**config.mk**
```make
export PLATFORM = sky130hd
export DESIGN_NAME = fetch_stage_flat
export DESIGN_NICKNAME = d
export VERILOG_FILES = /design/src/rtl/fetch_stage_pkg.sv /design/src/rtl/fetch_stage_if.sv /design/src/rtl/fetch_stage_fifo.sv /design/src/rtl/fetch_stage.sv /design/src/flat_wrapper.sv
export SDC_FILE = /design/constraint.sdc
export NUM_CORES = 1
export LEC_CHECK = 0
export ABC_AREA = 0
export CORE_MARGIN = 2
export CORE_UTILIZATION = 51
export DETAILED_ROUTE_END_ITERATION = 8
export PLACE_DENSITY_LB_ADDON = 0.25
export SYNTH_ARGS = -nofsm -noshare
export SYNTH_HDL_FRONTEND = slang
export SYNTH_SLANG_ARGS = --single-unit
```
**constraint.sdc**
```tcl
create_clock -name clk -period 3.4 [get_ports clk]
set_clock_uncertainty 0.2 [all_clocks]
set_input_delay 0.68 -clock clk [delete_from_list [all_inputs] [get_ports clk]]
set_output_delay 0.68 -clock clk [all_outputs]
set_load 0.1 [all_outputs]
```
**src/rtl/fetch_stage_pkg.sv**
```systemverilog
// Shared types and constants for the instruction fetch stage.
// The buffered entry pairs each instruction word with the PC it was fetched from.
package fetch_stage_pkg;

    localparam int CORE_XLEN = 32;
    localparam logic [31:0] INSTR_NOP = 32'h0000_0013;

    typedef struct packed {
        logic [CORE_XLEN-1:0] pc;
        logic [31:0]          instr;
    } fetch_entry_t;

    function automatic logic [CORE_XLEN-1:0] align_word(input logic [CORE_XLEN-1:0] addr);
        return {addr[CORE_XLEN-1:2], 2'b00};
    endfunction

endpackage

```
**src/rtl/fetch_stage_if.sv**
```systemverilog
// Fetch stage bus bundle: instruction memory request/response, redirect from
// execute, and the instruction handshake toward decode.
interface fetch_stage_if #(
    parameter int XLEN = 32
);
    logic            imem_req_valid_o;
    logic            imem_req_ready_i;
    logic [XLEN-1:0] imem_req_addr_o;
    logic            imem_rsp_valid_i;
    logic [31:0]     imem_rsp_data_i;
    logic            redirect_i;
    logic [XLEN-1:0] redirect_pc_i;
    logic            instr_valid_o;
    logic            instr_ready_i;
    logic [31:0]     instruction_o;
    logic [XLEN-1:0] pc_o;

    modport master (
        output imem_req_valid_o, imem_req_addr_o, instr_valid_o, instruction_o, pc_o,
        input  imem_req_ready_i, imem_rsp_valid_i, imem_rsp_data_i,
        input  redirect_i, redirect_pc_i, instr_ready_i
    );

    modport slave (
        input  imem_req_valid_o, imem_req_addr_o, instr_valid_o, instruction_o, pc_o,
        output imem_req_ready_i, imem_rsp_valid_i, imem_rsp_data_i,
        output redirect_i, redirect_pc_i, instr_ready_i
    );
endinterface

```
**src/rtl/fetch_stage_fifo.sv**
```systemverilog
// Instruction buffer between memory responses and decode. Pointers carry one
// extra wrap bit so full and empty are distinguishable without a separate counter.
module fetch_fifo
    import fetch_stage_pkg::*;
#(
    parameter int DEPTH = 4
) (
    input  logic                           clk,
    input  logic                           rst,
    input  logic                           push,
    input  logic                           pop,
    input  logic                           flush,
    input  fetch_entry_t                   push_data,
    output logic                           full,
    output logic                           empty,
    output logic [$clog2(DEPTH+1)-1:0]     count,
    output fetch_entry_t                   head
);
    localparam int AW = $clog2(DEPTH);

    fetch_entry_t mem_r [DEPTH];
    logic [AW:0]  wr_ptr_r;
    logic [AW:0]  rd_ptr_r;
    logic         push_ok_s;
    logic         pop_ok_s;

    assign count     = wr_ptr_r - rd_ptr_r;
    assign empty     = (wr_ptr_r == rd_ptr_r);
    assign full      = (wr_ptr_r[AW] != rd_ptr_r[AW]) && (wr_ptr_r[AW-1:0] == rd_ptr_r[AW-1:0]);
    assign push_ok_s = push && !full;
    assign pop_ok_s  = pop && !empty;
    assign head      = mem_r[rd_ptr_r[AW-1:0]];

    // Pointer update; flush discards all buffered entries at the edge.
    always_ff @(posedge clk) begin
        if (rst || flush) begin
            wr_ptr_r <= '0;
            rd_ptr_r <= '0;
        end else begin
            if (push_ok_s) wr_ptr_r <= wr_ptr_r + (AW+1)'(1);
            if (pop_ok_s)  rd_ptr_r <= rd_ptr_r + (AW+1)'(1);
        end
    end

    // Entry storage; contents are only meaningful between the pointers.
    always_ff @(posedge clk) begin
        if (push_ok_s && !flush) mem_r[wr_ptr_r[AW-1:0]] <= push_data;
    end

endmodule

```
**src/rtl/fetch_stage.sv**
```systemverilog
// Instruction fetch stage: issues word fetches under a credit limit, tracks
// in-order responses, buffers them with their PCs and hands them to decode.
module fetch_stage
    import fetch_stage_pkg::*;
#(
    parameter int              XLEN       = CORE_XLEN,
    parameter logic [XLEN-1:0] RESET_PC   = {XLEN{1'b0}},
    parameter int              FIFO_DEPTH = 4
) (
    input  logic           clk,
    input  logic           rst,
    fetch_stage_if.master  bus
);
    localparam int            CW      = $clog2(FIFO_DEPTH + 1);
    localparam logic [CW:0]   DEPTH_W = (CW+1)'(FIFO_DEPTH);
    localparam logic [XLEN-1:0] PC_STEP = XLEN'(4);

    logic [XLEN-1:0] fetch_pc_r;
    logic [XLEN-1:0] rsp_pc_r;
    logic [XLEN-1:0] last_pc_r;
    logic [CW-1:0]   outstanding_r;
    logic [CW-1:0]   drop_r;

    logic [CW-1:0]   fifo_count_s;
    logic [CW:0]     credit_sum_s;
    logic            fifo_full_s;
    logic            fifo_empty_s;
    fetch_entry_t    fifo_head_s;
    fetch_entry_t    push_entry_s;
    logic            req_valid_s;
    logic            req_fire_s;
    logic            push_s;
    logic            pop_s;
    logic            instr_valid_s;
    logic [31:0]     instruction_s;
    logic [XLEN-1:0] pc_s;

    fetch_fifo #(.DEPTH(FIFO_DEPTH)) u_fifo (
        .clk       (clk),
        .rst       (rst),
        .push      (push_s),
        .pop       (pop_s),
        .flush     (bus.redirect_i),
        .push_data (push_entry_s),
        .full      (fifo_full_s),
        .empty     (fifo_empty_s),
        .count     (fifo_count_s),
        .head      (fifo_head_s)
    );

    // Credit, handshake and decode-side presentation logic.
    always_comb begin
        credit_sum_s  = {1'b0, outstanding_r} + {1'b0, fifo_count_s};
        req_valid_s   = 1'b0;
        push_s        = 1'b0;
        instr_valid_s = 1'b0;
        instruction_s = INSTR_NOP;
        pc_s          = last_pc_r;
        push_entry_s  = '{pc: rsp_pc_r, instr: bus.imem_rsp_data_i};
        // Every in-flight request has a reserved slot, so responses never overflow.
        if (!rst && !bus.redirect_i && (credit_sum_s < DEPTH_W)) begin
            req_valid_s = 1'b1;
        end else begin
            req_valid_s = 1'b0;
        end
        if (bus.imem_rsp_valid_i && (drop_r == CW'(0)) && !bus.redirect_i && !fifo_full_s) begin
            push_s = 1'b1;
        end else begin
            push_s = 1'b0;
        end
        if (fifo_empty_s) begin
            instruction_s = INSTR_NOP;
            pc_s          = last_pc_r;
        end else begin
            instruction_s = fifo_head_s.instr;
            pc_s          = fifo_head_s.pc;
        end
        instr_valid_s = !rst && !fifo_empty_s && !bus.redirect_i;
    end

    assign req_fire_s = req_valid_s && bus.imem_req_ready_i;
    assign pop_s      = instr_valid_s && bus.instr_ready_i;

    assign bus.imem_req_valid_o = req_valid_s;
    assign bus.imem_req_addr_o  = fetch_pc_r;
    assign bus.instr_valid_o    = instr_valid_s;
    assign bus.instruction_o    = instruction_s;
    assign bus.pc_o             = pc_s;

    // PC, in-flight and drop bookkeeping; redirect overrides normal progress.
    always_ff @(posedge clk) begin
        if (rst) begin
            fetch_pc_r    <= RESET_PC;
            rsp_pc_r      <= RESET_PC;
            last_pc_r     <= RESET_PC;
            outstanding_r <= CW'(0);
            drop_r        <= CW'(0);
        end else begin
            last_pc_r <= pc_s;
            case ({req_fire_s, bus.imem_rsp_valid_i})
                2'b10:   outstanding_r <= outstanding_r + CW'(1);
                2'b01:   outstanding_r <= outstanding_r - CW'(1);
                default: outstanding_r <= outstanding_r;
            endcase
            if (bus.redirect_i) begin
                fetch_pc_r <= align_word(bus.redirect_pc_i);
                rsp_pc_r   <= align_word(bus.redirect_pc_i);
                // A response arriving alongside the redirect is already stale.
                drop_r     <= outstanding_r - (bus.imem_rsp_valid_i ? CW'(1) : CW'(0));
            end else begin
                if (req_fire_s) fetch_pc_r <= fetch_pc_r + PC_STEP;
                if (push_s)     rsp_pc_r   <= rsp_pc_r + PC_STEP;
                if (bus.imem_rsp_valid_i && (drop_r != CW'(0))) drop_r <= drop_r - CW'(1);
            end
        end
    end

endmodule

```
**src/flat_wrapper.sv**
```systemverilog
// flat-port wrapper written by rule: the top's interface ports become plain ports
module fetch_stage_flat import fetch_stage_pkg::*;
#(
    parameter int              XLEN       = CORE_XLEN,
    parameter logic [XLEN-1:0] RESET_PC   = {XLEN{1'b0}},
    parameter int              FIFO_DEPTH = 4
)
  (clk, rst, bus_imem_req_valid_o, bus_imem_req_addr_o, bus_instr_valid_o, bus_instruction_o, bus_pc_o, bus_imem_req_ready_i, bus_imem_rsp_valid_i, bus_imem_rsp_data_i, bus_redirect_i, bus_redirect_pc_i, bus_instr_ready_i);
  fetch_stage_if #(.XLEN(XLEN)) bus_i ();
  input  logic clk;
  input  logic rst;
  output wire logic [$bits(bus_i.imem_req_valid_o)-1:0] bus_imem_req_valid_o;
  output wire logic [$bits(bus_i.imem_req_addr_o)-1:0] bus_imem_req_addr_o;
  output wire logic [$bits(bus_i.instr_valid_o)-1:0] bus_instr_valid_o;
  output wire logic [$bits(bus_i.instruction_o)-1:0] bus_instruction_o;
  output wire logic [$bits(bus_i.pc_o)-1:0] bus_pc_o;
  input wire logic [$bits(bus_i.imem_req_ready_i)-1:0] bus_imem_req_ready_i;
  input wire logic [$bits(bus_i.imem_rsp_valid_i)-1:0] bus_imem_rsp_valid_i;
  input wire logic [$bits(bus_i.imem_rsp_data_i)-1:0] bus_imem_rsp_data_i;
  input wire logic [$bits(bus_i.redirect_i)-1:0] bus_redirect_i;
  input wire logic [$bits(bus_i.redirect_pc_i)-1:0] bus_redirect_pc_i;
  input wire logic [$bits(bus_i.instr_ready_i)-1:0] bus_instr_ready_i;
  assign bus_imem_req_valid_o = bus_i.imem_req_valid_o;
  assign bus_imem_req_addr_o = bus_i.imem_req_addr_o;
  assign bus_instr_valid_o = bus_i.instr_valid_o;
  assign bus_instruction_o = bus_i.instruction_o;
  assign bus_pc_o = bus_i.pc_o;
  assign bus_i.imem_req_ready_i = bus_imem_req_ready_i;
  assign bus_i.imem_rsp_valid_i = bus_imem_rsp_valid_i;
  assign bus_i.imem_rsp_data_i = bus_imem_rsp_data_i;
  assign bus_i.redirect_i = bus_redirect_i;
  assign bus_i.redirect_pc_i = bus_redirect_pc_i;
  assign bus_i.instr_ready_i = bus_instr_ready_i;
  fetch_stage #(.XLEN(XLEN), .RESET_PC(RESET_PC), .FIFO_DEPTH(FIFO_DEPTH)) u_core (.clk(clk), .rst(rst), .bus(bus_i));
endmodule
```
After elaboration in Yosys (flattened, before gate mapping)

Memories as Yosys holds them, arrays and structs flattened. A register that Yosys moved wholly into a read port is not among the register bits.
Cells that the tools add are included.

Multiplexer cells: 16
Eq/ne operators: 5
$lt $le $gt $ge: 1
$add $sub $neg: 10
Reductions and logical operators: 26

Operators with widths:

| kind                                                                 | number |
|---|---|
| 32-bit 2-to-1 mux                                                    | 6 |
| 32-bit by 3-bit adder with 32-bit output, second input constant      | 2 |
| 1-bit logical AND                                                    | 14 |
| 3-bit by 1-bit adder with 3-bit output, second input constant        | 3 |
| 2-bit nonzero test                                                   | 4 |
| 3-bit 2-to-1 mux                                                     | 2 |
| 3-bit one-hot mux with 2 select lines                                | 1 |
| 3-bit by 1-bit subtractor with 3-bit output, second input constant   | 2 |
| 3-bit subtractor                                                     | 2 |
| 1-bit 2-to-1 mux                                                     | 5 |
| 3-bit by 3-bit adder with 4-bit output                               | 1 |
| 1-bit zero test                                                      | 4 |
| 4-bit by 3-bit < comparator with 1-bit output, second input constant | 1 |
| 2-bit 2-to-1 mux                                                     | 2 |
| 3-bit == test                                                        | 1 |
| 3-bit zero test                                                      | 1 |
| 3-bit nonzero test                                                   | 1 |
| 2-bit by 1-bit == test with 1-bit output, second input constant      | 1 |
| 2-bit == test                                                        | 1 |
| 2-bit == test, second input constant                                 | 1 |
| 2-bit OR reduction                                                   | 1 |
| 1-bit logical OR                                                     | 1 |
| 1-bit != test                                                        | 1 |

Memories: 1
Memory bits (writable): 256
Input port bits: 70
Flip-flop bits (word level): 108
Logic and storage cells: 68

Memories:

| name                | words | bits a word | read ports | clocked after memory_dff | wr ports | line                   | RTL |
|---|---|---|---|---|---|---|---|
| u_core.u_fifo.mem_r | 4     | 64          | 1          | 1                        | 1        | fetch_stage_fifo.sv:21 | `fetch_entry_t mem_r [DEPTH];` |

Logic depth before layout (Yosys ltp)

Gate-level depths: netlist (run 1).

Depth after elaboration: 9
Gate-level depth with buffers: 16
Depth with buffers taken out: 15

Cells and area by module

A second synthesis (run 1) with hierarchy kept.

Cells, all modules: 1022
Area total of the unflattened synthesis: 15123.3 µm²

By module, submodules not included:

| module      | cells an instance | sequential area each (µm²) | area each (µm²) | instances |
|---|---|---|---|---|
| fetch_fifo  | 394               | 7847.5                     | 9804.4          | 1 |
| fetch_stage | 628               | 1961.9                     | 5318.9          | 1 |

Worst setup path before layout (run 1)

No wires, ideal clock.

Path kind: register to output
From: register u_core.u_fifo.wr_ptr_r[0]
To: output port bus_imem_req_valid_o
Path slack: -1235 ps
Cell stages (with the launch flop): 9
Data required time: 2520 ps
Arrival time: 3755 ps
Cells stage by stage: dfxtp_1 -> inv_1 -> ha_1 -> inv_1 -> fa_1 -> xor2_1 -> ha_1 -> or3_1 -> nor3_1

Cells in the longest elaborated chain, start to end: 5

Ends and longest elaborated chain:

| element                                       | line                   | RTL |
|---|---|---|
| from (decl)                                   | fetch_stage_fifo.sv:22 | `logic [AW:0] wr_ptr_r;` |
| from (signal assigned)                        | fetch_stage_fifo.sv:40 | `if (push_ok_s) wr_ptr_r <= wr_ptr_r + (AW+1)'(1);` |
| 3-bit subtractor                              | fetch_stage_fifo.sv:27 | `assign count = wr_ptr_r - rd_ptr_r;` |
| 3-bit by 3-bit adder with 4-bit output        | fetch_stage.sv:53      | `credit_sum_s = {1'b0, outstanding_r} + {1'b0, fifo_count_s};` |
| 4-bit by 3-bit < comparator with 1-bit output | fetch_stage.sv:61      | `if (!rst && !bus.redirect_i && (credit_sum_s < DEPTH_W)) begin` |
| 1-bit logical AND                             | fetch_stage.sv:61      |  |
| 1-bit 2-to-1 mux                              | fetch_stage.sv:61      |  |
| to (decl)                                     | flat_wrapper.sv:12     | `output wire logic [$bits(bus_i.imem_req_valid_o)-1:0] bus_imem_req_valid_o;` |

Every way passes these cells.

Final worst setup path (run 1)

Same ends and word-level chain as after synthesis.

==> key figures, run 1 <==
Final layout
  • Layout Nets: 1316
  • Post-route cell area: 18800 um^2
  • Area Growth Syn to Fin: 27.9%
  • Fraction of layout cells with a size suffix above 1: 23.7%
  • Most frequent cells in the layout: edfxtp_1, nand2_1, dfxtp_1, buf_12, clkdlybuf4s50_1
  • Commonest non-fill, non-tap cell in the layout: edfxtp_1
  • Fillers: 2017
  • Ant diodes: 0

Synth
  • Largest cells by area after synthesis: edfxtp_1, dfxtp_1, mux4_2
  • Synth Instances: 1045
  • Post-synthesis async set-or-reset flop share: 0%
  • Yosys top cell area share: 50.8%
  • Mux share of post-synthesis cell area: 9.73%
  • FF+latch count, synth: 354
  • Synth Area in Simple Gates: 12.8%
  • Synthesized area per cell: 14.0 um^2
  • Largest family of logic cells by synthesized area: simple AND/OR/NAND/NOR gates
  • Compound-gate portion of the synthesized area: 5.16%
  • Leading area contributor after synthesis: edfxtp_1
  • Synth Cell Area: 14700 um^2
  • Register area share after synthesis: 65.3%
  • Synth Area in Adders: 1.64%
  • Yosys warning count: 0
  • Post-synth EDFFs: 248
  • Post-Synth XOR/XNOR Area: 2.98%
  • Synth unique cells: 60
  • Prevailing post-synth register cell: edfxtp_1

Worst setup path
  • Setup crit start kind: flop
  • CP max stage delay: 0.52 ns
  • Critical Path, Cell by Cell: inv_2 > ha_4 > inv_2 > fa_2 > ha_1 > and3b_1 > buf_4 > nor3_4 > buf_12
  • Max FO, Critical Path: 4
  • Data required, critical path: 2.52 ns
  • Slowest CP cell: fa_2
  • Buf/Inv on CP: 4
  • Worst endpoint data arrival time: 2.62 ns
  • WS Path Type: flop to primary output
  • Delay-heaviest family, CP: adder cells
  • CP dominant cell by count: inv_2
  • Critical Path End Type: primary output

Die
  • Height of the die: 174 um
  • Die X: 174 um
  • Initial Utilization: 51.5%
  • Die Area: 30100 um^2
  • Ports: 168
  • Cell row count: 62
  • Core area: 28500 um^2

Routing
  • Post-DRT Antenna Nets: 0
  • Wire per inst: 19.0 um
  • Vias: 9017
  • Post-Route WL: 31100 um
  • Via density: 5.51
  • DR iter-0 viols: 796
  • DRC Markers: 0
  • Drt first pass iters: 5

Power and ir drop
  • Worst IR Drop VDD: 350 uV
  • Pwr dens: 545 nW/um^2
  • Register share of total power: 47.7%
  • Leak: 6.46 nW
  • Combinational Power Share: 15.9%
  • Sw Pwr: 0.00272 W
  • Clock share of power: 36.4%
  • Cell Int Power: 0.00749 W
  • Sw Share: 26.7%
  • Total power: 0.0102 W

Timing
  • Max Clk Rate: 286 MHz
  • Worst hold slack: 0.297 ns
  • Final setup fails: 2
  • Max-slew headroom: 30.7%
  • TNS Setup: -0.115 ns
  • Pins Over Slew Limit: 0
  • Worst Setup Slack, final: -0.101 ns
  • Final min period: 3.50 ns
  • Final hold vios: 0
  • Period utilization: 103%
  • Worst-margin pin slew: 1.04 ns
  • RSZ-0062 raised after global routing: true

Clock network
  • Clock buffer depth: 3
  • Hold-fix buffers at CTS: 0
  • H-tree levels: 2
  • Clock transition at the registers of the reported paths: 0.06 ns
  • CTS sink cnt: 354
  • Clock buffer count from CTS: 36
  • CTS tree: built
  • Worst skew pair latency: 0.50 ns
  • Root Buffer: clkbuf_16

Global routing
  • Initial antenna violation count: 0
  • Tot GR Track Use: 21.0%
  • Largest net degree at the start of global routing: 88
  • Grt total ovfl: 0
  • Vias in the first global route: 9111
  • First-pass GRT wire length: 50100 um

Placement
  • Placement Cell Area: 17600 um^2
  • Place WS: -0.0194 ns
  • I/O Buffers: 163
  • Post-DP HPWL: 19700 um
  • Gpl congestion: 0.827

Run status
  • Status: finished, violations left
  • Failing checks: setup timing

Worst hold path
  • HP Class: flop to flop

Job
  • MaxCap Viol Count: 0
[synthesized netlist by cell type (17+ instances only)]
| library cell | n |
|---|---|
| nand2_1 | 135 |
| clkbuf_1 | 36 |
| xnor2_1 | 37 |
| and2_1 | 37 |
| nand3_1 | 22 |
| nor2_1 | 36 |
| edfxtp_1 | 248 |
| nor3_1 | 17 |
| nor2b_1 | 32 |
| dfxtp_1 | 106 |
| inv_1 | 30 |
| mux4_2 | 62 |
| a21oi_1 | 32 |
[through the flow]
stage	util (%)	instances
3_5_place_dp	61.7	1570
3_3_place_gp	61.7	1570
5_1_grt	65.9	1637
6_report	65.9	1637
4_1_cts	65.6	1634
2_1_floorplan	-	1046
[power by group through the flow]
stage / clock (W) / sequential (W) / combinational [W]
6_report: 0.00372 / 0.00487 / 0.00162
2_1_floorplan: 0 / 0.00509 / 0.000887
5_1_grt: 0.00397 / 0.00489 / 0.00171
3_5_place_dp: 0 / 0.00496 / 0.00161
3_3_place_gp: 0 / 0.00495 / 0.00160
4_1_cts: 0.00380 / 0.00487 / 0.00162
[sequential cells by signal, indices dropped and copies added, names as in the netlist, named ones only]
register,cells
u_core.u_fifo.mem_r,248
u_core.last_pc_r,32
u_core.bus.imem_req_addr_o,30
u_core.rsp_pc_r,30
u_core.drop_r,3
u_core.outstanding_r,3
u_core.u_fifo.rd_ptr_r,3
u_core.u_fifo.wr_ptr_r,3
[metal layers]
metal	vias up	track usage (%)	wire length, um
met4	0	4.66	473
met3	41	3.46	1770
met2	294	34.3	14800
li1	4245	-	-
met5	-	0	0
met1	4437	30.0	14000
[cell families after synthesis]
logic type / count (synthesis)
flops: 354
simple gates: 354
compound gates: 117
buf+inv: 87
mux: 65
xor+xnor: 49
fa+ha+maj: 18
other cells: 1
[tightest hold or removal path, stage by stage, from the launching register on]
cell and delay [ns]:
dfxtp_1 0.33, nand2_1 0.06, a21oi_1 0.07
[final timing paths]
check                             from                 endpoint  slack [ns]  cells past startpoint
max          u_core.u_fifo.wr_ptr_r[0]     bus_imem_req_valid_o       -0.10                      9
min          u_core.u_fifo.rd_ptr_r[1]                     flop        0.30                      2
max reg2reg  u_core.u_fifo.wr_ptr_r[0]  u_core.outstanding_r[2]       -0.01                     15
min reg2reg  u_core.u_fifo.rd_ptr_r[1]                     flop        0.30                      2
[cell type report]
class	instances	area [um^2]	share of cell area, %
well taps	384	480	2.56
flip-flops and latches	354	9580	51.1
repair buffers	199	2620	14.0
clock buffers	49	1010	5.39
inverters	32	120	0.640
clock inverters	14	101	0.540
multi-input cells	605	4850	25.8
[repair_timing]
| item | 4_1_cts | 5_1_grt |
|---|---|---|
| endpoints found under the setup margin | 4 | 24 |
| resized for setup | 3 | 11 |
| endpoints found under the hold margin | 0 | 0 |
| setup buffers | 1 | 3 |
| pin swaps | 3 | 8 |
(Power assumes the default switching activity.)
==> run 2: changes to the inputs <==
SLEW_MARGIN = 20   (was unset)
==> results of run 2 <==
The final DEF is identical to that of run 1; final timing and power are the same.
